### config.mk
export PLATFORM = sky130hd
export DESIGN_NAME = serial_sub_fsm
export DESIGN_NICKNAME = d
export VERILOG_FILES = /design/src/rtl/serial_sub_pkg.sv /design/src/rtl/serial_sub_fsm_sub_digit.sv /design/src/rtl/serial_sub_fsm.sv
export SDC_FILE = /design/constraint.sdc
export NUM_CORES = 1
export LEC_CHECK = 0
export CAP_MARGIN = 5
export CORE_AREA = 2 2 68 64
export DETAILED_ROUTE_END_ITERATION = 16
export DIE_AREA = 0 0 70 66
export PLACE_DENSITY_LB_ADDON = 0.12
export REMOVE_ABC_BUFFERS = 1
export SLEW_MARGIN = 20
export SYNTH_ARGS = -nofsm -noshare
export SYNTH_HDL_FRONTEND = slang
export SYNTH_SLANG_ARGS = --single-unit
export TNS_END_PERCENT = 5
### constraint.sdc
create_clock -name clk -period 1.7 [get_ports clk]
set_input_delay 0.34 -clock clk [delete_from_list [all_inputs] [get_ports clk]]
set_output_delay 0.34 -clock clk [all_outputs]
set_load 0.05 [all_outputs]
### src/rtl/serial_sub_pkg.sv
// Shared definitions for the serial subtractor: FSM state encoding and its width.
package serial_sub_pkg;

    localparam int STATE_W = 2;

    typedef enum logic [STATE_W-1:0] {
        IDLE = 2'd0,
        RUN  = 2'd1,
        DONE = 2'd2
    } state_t;

endpackage

### src/rtl/serial_sub_fsm_sub_digit.sv
// sub_digit: combinational DIGIT-wide subtract slice (a - b - bi -> d, bo),
// built as a ripple of per-bit half-subtractor terms.
module sub_digit #(
    parameter int DIGIT = 1
) (
    input  logic [DIGIT-1:0] a,
    input  logic [DIGIT-1:0] b,
    input  logic             bi,
    output logic [DIGIT-1:0] d,
    output logic             bo
);

    // Ripple the borrow LSB to MSB; hd/hb are the half-subtractor difference/borrow of a[i]-b[i].
    always_comb begin
        logic br;
        logic hd;
        logic hb;
        d  = '0;
        br = bi;
        hd = 1'b0;
        hb = 1'b0;
        for (int i = 0; i < DIGIT; i++) begin
            hd   = a[i] ^ b[i];
            hb   = ~a[i] & b[i];
            d[i] = hd ^ br;
            br   = hb | (~hd & br);
        end
        bo = br;
    end

endmodule

### src/rtl/serial_sub_fsm.sv
// serial_sub_fsm: multi-cycle subtractor Y = A - B - bin, DIGIT bits per enabled clock.
// Start/busy/done handshake; en=0 freezes every register in place.
// Optional macro SERIAL_SUB_SAT_EN: when defined, a final borrow clamps Y to 0
// (borrow still reports 1); when undefined, Y wraps modulo 2^WIDTH.
module serial_sub_fsm
    import serial_sub_pkg::*;
#(
    parameter int WIDTH = 8,
    parameter int DIGIT = 1
) (
    input  logic             clk,
    input  logic             rst_n,
    input  logic             en,
    input  logic             start,
    input  logic [WIDTH-1:0] A,
    input  logic [WIDTH-1:0] B,
    input  logic             bin,
    output logic             busy,
    output logic             done,
    output logic [WIDTH-1:0] Y,
    output logic             borrow
);

    localparam int N     = WIDTH / DIGIT;
    localparam int CNT_W = $clog2(N + 1);

    if ((DIGIT < 1) || (WIDTH % DIGIT != 0)) begin : g_bad_digit
        $error("serial_sub_fsm: DIGIT must be >= 1 and divide WIDTH");
    end

    state_t             state;
    logic [CNT_W-1:0]   cnt;
    logic [WIDTH-1:0]   a_sr;
    logic [WIDTH-1:0]   b_sr;
    logic [WIDTH-1:0]   res_sr;
    logic [WIDTH-1:0]   res_next;
    logic               brw;
    logic [DIGIT-1:0]   dig_d;
    logic               dig_bo;

    sub_digit #(.DIGIT(DIGIT)) u_sub_digit (
        .a  (a_sr[DIGIT-1:0]),
        .b  (b_sr[DIGIT-1:0]),
        .bi (brw),
        .d  (dig_d),
        .bo (dig_bo)
    );

    // New digit enters at the MSB end; after N digits the LSB digit has reached bit 0.
    assign res_next = WIDTH'({dig_d, res_sr} >> DIGIT);

    // Control FSM, operand shifters, borrow chain and registered outputs.
    always_ff @(posedge clk or negedge rst_n) begin
        if (!rst_n) begin
            state  <= IDLE;
            busy   <= 1'b0;
            done   <= 1'b0;
            Y      <= '0;
            borrow <= 1'b0;
            a_sr   <= '0;
            b_sr   <= '0;
            res_sr <= '0;
            brw    <= 1'b0;
            cnt    <= '0;
        end else if (en) begin
            case (state)
                IDLE: begin
                    if (start) begin
                        a_sr   <= A;
                        b_sr   <= B;
                        brw    <= bin;
                        res_sr <= '0;
                        cnt    <= '0;
                        busy   <= 1'b1;
                        state  <= RUN;
                    end
                end
                RUN: begin
                    a_sr   <= a_sr >> DIGIT;
                    b_sr   <= b_sr >> DIGIT;
                    res_sr <= res_next;
                    brw    <= dig_bo;
                    cnt    <= cnt + CNT_W'(1);
                    if (cnt == CNT_W'(N - 1)) begin
`ifdef SERIAL_SUB_SAT_EN
                        Y <= dig_bo ? '0 : res_next;
`else
                        Y <= res_next;
`endif
                        borrow <= dig_bo;
                        done   <= 1'b1;
                        state  <= DONE;
                    end
                end
                DONE: begin
                    done  <= 1'b0;
                    busy  <= 1'b0;
                    state <= IDLE;
                end
                default: begin
                    done  <= 1'b0;
                    busy  <= 1'b0;
                    state <= IDLE;
                end
            endcase
        end
    end

endmodule
=== Yosys cells after proc, flatten, opt, wreduce, memory -nomap -nowiden ===
Cells that the tools add are included.
W data, S select, Z words.

* Register bits after elaboration: 42
* Input bits: 21
* Output and inout bits: 11
* Logic and storage cells: 48

* Add/subtract/negate cells: 1
* Eq/ne operators: 4
* Multiplexer cells: 17
* Bitwise operators: 9
* Reduce and logical (&&, ||, !) cells: 7

{| class="wikitable"
|+ Operators by type and width
! operator !! count
|-
| $pmux W8 S2 || 3
|-
| $mux W8 || 3
|-
| $reduce_and A3 Y1 || 5
|-
| $pmux W4 S2 || 1
|-
| $pmux W1 S2 || 3
|-
| $add A4 B1 Y4 const B || 1
|-
| $eq A4 B3 Y1 const B || 1
|-
| $mux W2 || 2
|-
| $mux W4 || 1
|-
| $ne A2 B2 Y1 const B || 2
|-
| $not A1 Y1 || 4
|-
| $pmux W2 S2 || 1
|-
| $mux W1 || 3
|-
| $and A1 B1 Y1 || 2
|-
| $eq A2 B1 Y1 const B || 1
|-
| $logic_not A2 Y1 || 1
|-
| $reduce_bool A2 Y1 || 1
|-
| $xor A1 B1 Y1 || 2
|-
| $or A1 B1 Y1 || 1
|}

=== Depth between registers and ports, before layout ===
Gate-level depths: netlist of run 1.

* Depth after elaboration: 5
* Gate-level depth with buffers: 6
* Mapped depth without buffers: 5

=== By module ===
A second synthesis of run 1 with hierarchy kept.

* Cells, all modules: 157
* Area, all modules: 1898.1 µm²

{| class="wikitable"
|+ Modules (own cells, without submodules)
! module !! instances !! cells each !! area an instance (µm²) !! seq. area each (µm²)
|-
| serial_sub_fsm || 1 || 153 || 1866.8 || 1026.0
|-
| sub_digit || 1 || 4 || 31.3 || 0.0
|}

=== Worst setup path after synthesis of run 1 ===
No wires, ideal clock.

* Path type: reg2reg
* Start point: register cnt[0]
* End point: register Y[0]
* Setup time: 0.125 ns
* Arrival: 1.356 ns
* Data required time: 1.575 ns
* Slack: 0.219 ns
* Stages on the path, launching flop included: 6
* Buffers on the path: 1
* Period minus slack after synthesis: 1.481 ns
* Cells stage by stage: dfrtp_1 > ha_1 > and3b_1 > and3_1 > buf_6 > mux2_2

* Word-level cells in the longest chain between the ends: 2

{| class="wikitable"
|+ RTL lines
! what !! RTL line !! RTL
|-
| from (decl) || serial_sub_fsm.sv:32 || <nowiki>logic [CNT_W-1:0] cnt;</nowiki>
|-
| from (signal assigned) || serial_sub_fsm.sv:83 || <nowiki>cnt <= cnt + CNT_W'(1);</nowiki>
|-
| $eq A4 B3 Y1 || serial_sub_fsm.sv:84 || <nowiki>if (cnt == CNT_W'(N - 1)) begin</nowiki>
|-
| $reduce_and A3 Y1 (no source line) || - ||
|-
| to (signal assigned) || serial_sub_fsm.sv:88 || <nowiki>Y <= res_next;</nowiki>
|-
| to (decl) || serial_sub_fsm.sv:20 || <nowiki>output logic [WIDTH-1:0] Y,</nowiki>
|}

Every way passes these cells.
A chain may end at the register's enable or synchronous reset.

=== Worst setup path after layout of run 1 ===
* Start point: register cnt[1]
* End point: register Y[5]

The elaborated chain is that of the path after synthesis.

==> qor.yml, run 1 <==
outcome: "finished, final reports clean"
slew_viol_final: 0
clockBufferDepth: 2
grt_pass1_wl_mm: 6.04
hold_violations: 0
drt_iter0_drc: 75
tightest_slew_ns: 0.465
critPathTopFamily: "simple AND/OR/NAND/NOR gates"
p_int_mw: 2.33
end_kind: "flip-flop"
fin_util_pct: 63.3
dp_hpwl_mm: 2.58
placementRows: 22
clock-root-buffer: "clkbuf_8"
synth_cells: 150
p_per_area_nw_per_um2: 1420
clock_latency_ns: 0.29
fin_crit_sh_pct: 94.8
mostFrequentLayoutCells: "dfrtp_1 (41), mux2_2 (24), buf_4 (23)"
drt_wl_total_mm: 3.61
initial_core_util_pct: 50.2
port_buffers: 31
dieArea_um2: 4620
startpoint_type: "flip-flop"
final_common_cell: "dfrtp_1"
grt_overflow: 0
chipWidth_um: 70
min_path_type: "reg -> reg"
grt_max_degree: 21
ioPinCount: 32
slew_headroom_pct: 69.0
area.growth.synth_to_final_pct: 26.2
p_leak_nw: 1.23
holdWs_ns: 0.505
vias_per_cell: 5.28
seqCellArea_um2: 1030
fin_crit_ns: 1.61
cts_tree: "yes"
multiInputGateArea_um2: 793
num_antenna_cells: 0
grt_use_total_pct: 17.2
ys_async_sr_fraction_pct: 100
cts_resized: 0
worst_clock_skew_ns: 0.00762
synth-edff-count: 0
critPathBufInv: 1
netSwitchingFraction_pct: 33.4
power_switching_mw: 1.17
fmax_mhz: 621
post_drt_wl_per_cell_um: 14.8
ys_seq_area_share_pct: 52.3
post-route-drc-count: 0
vias: 1284
synthDominantCellAreaShare_pct: 52.3
crit_path_max_fanout: 9
numClockSinks: 41
worst_path_max_delay_cell: "dfrtp_1"
antenna_found_initial: 0
criticalPathCategory: "reg -> reg"
nets: 217
ant_nets: 0
cts_buffers: 5
synth_area_um2: 1960
arrival_ns: 1.79
grt_pass1_vias: 1281
cap_violations: 0
crit_chain: "ha_1 -> and3b_1 -> and3_1 -> buf_4 -> mux2_2"
synth-seq-cells: 41
comb_power_share_pct: 35.8
gp_congestion: 0.810
p_seq_share_pct: 40.9
drive_gt1_share_pct: 36.4
ys_warn_count: 0
yosys-top-cells-area: "dfrtp_1 (52%), mux2_2 (14%), mux2_4 (8.4%)"
htreeDepth: 2
first_pass_iters: 2
slowest_delay_ns: 0.37
critPathRequiredTime_ns: 1.88
power_frac_clock_pct: 23.3
irDropWorstVdd_mv: 0.656
yosysTopAreaCell: "dfrtp_1"
synthFlopType: "dfrtp_1"
rsz0062_at_grt: "no"
clk_pin_slew_ns: 0.08
core_um2: 3910
fp.dieH_um: 66
avgSynthCellArea_um2: 13.1
fill_cells: 302
ys_types: 33
setup_violations: 0
## routing by layer
layer | GRT usage (%) | routed length, µm | part of all wire [%]
met1 | 21.1 | 1730 | 48
met2 | 28.1 | 1670 | 46
met3 | 3.96 | 132 | 3.7
met4 | 9.62 | 75 | 2.1
met5 | 0 | 0 | 0
## logic make-up after synthesis
group / count (synthesis) / share of synthesized area, %
muxes: 41 / 25.3
DFF: 41 / 52.3
buffers and inverters: 24 / 7.21
and+or+nand+nor: 23 / 7.53
AOI/OAI and AO/OA: 19 / 6.00
adders and majority gates: 2 / 1.66
## Yosys cell counts (2+ instances only)
library cell	instances
buf_2	2
o21ai_0	8
buf_6	5
mux2_4	11
nand4_1	2
inv_1	14
nand2_1	2
or4_1	5
a31oi_1	2
mux2_2	24
nand3_1	4
dfrtp_1	41
nor2_1	2
o221ai_1	2
mux2i_1	6
a21oi_1	3
## registers in the layout (all words and copies together), names as in the netlist
| signal | cells |
|---|---|
| res_sr | 7 |
| busy | 1 |
| borrow | 1 |
| Y | 8 |
| cnt | 4 |
| done | 1 |
| a_sr | 8 |
| state | 2 |
| b_sr | 8 |
| brw | 1 |
## layout make-up
type,count,area share [%]
Inverter,15,2.28
Clock buffer,6,3.34
Tap cell,48,2.43
Sequential cell,41,41.5
Timing Repair Buffer,46,16.9
Clock inverter,2,1.52
Multi-Input combinational cell,85,32.1
## final timing paths
path | from | slack [ns] | cells after the start | endpoint
worst max-delay path | cnt[1] | 0.09 | 5 | Y[5]
worst min-delay path | b_sr[5] | 0.50 | 1 | b_sr[5]
worst max register to register | cnt[1] | 0.09 | 5 | Y[5]
worst min register to register | b_sr[5] | 0.50 | 1 | b_sr[5]
max in group asynchronous | rst_n | 0.62 | 3 | b_sr[5]
min in group asynchronous | rst_n | 0.52 | 2 | Y[2]
## stage by stage
stage | cells | setup TNS (ns) | setup slack [ns] | power [mW] | area, µm²
after floorplan | 141 | -4.33 | -0.276 | 2.29 | 1880
after global placement | 233 | -1.56 | -0.0963 | 2.66 | 2340
after detailed placement | 233 | -2.32 | -0.141 | 2.71 | 2340
after CTS | 242 | 0 | 0.0564 | 3.53 | 2470
after global routing | 243 | 0 | 0.0106 | 3.71 | 2470
final | 243 | 0 | 0.0890 | 3.50 | 2470
## power groups by stage
stage / registers [mW] / clock network (mW) / logic [mW]
detailed placement: 1.46 / 0 / 1.25
global placement: 1.44 / 0 / 1.22
global route: 1.47 / 0.886 / 1.36
finish: 1.43 / 0.817 / 1.25
floorplan: 1.72 / 0 / 0.576
CTS: 1.44 / 0.831 / 1.26
## worst reg2reg max path, cell delays in order (launching register included)
cell and delay [ns]:
dfrtp_1 0.37, ha_1 0.21, and3b_1 0.23, and3_1 0.17, buf_4 0.18, mux2_2 0.35
## repair_timing
action,in CTS,in global routing
endpoints found under the setup margin,0,5
hold buffers,1,0
hold endpoints to repair,15,0
setup buffers,0,1
Note: power is estimated with default switching activity, not from simulation.
==> run 2, diff against run 1 <==
Settings changed: GPL_ROUTABILITY_DRIVEN set to 1.
==> results of run 2 <==
Final layout, timing and power as in run 1 (identical DEF).
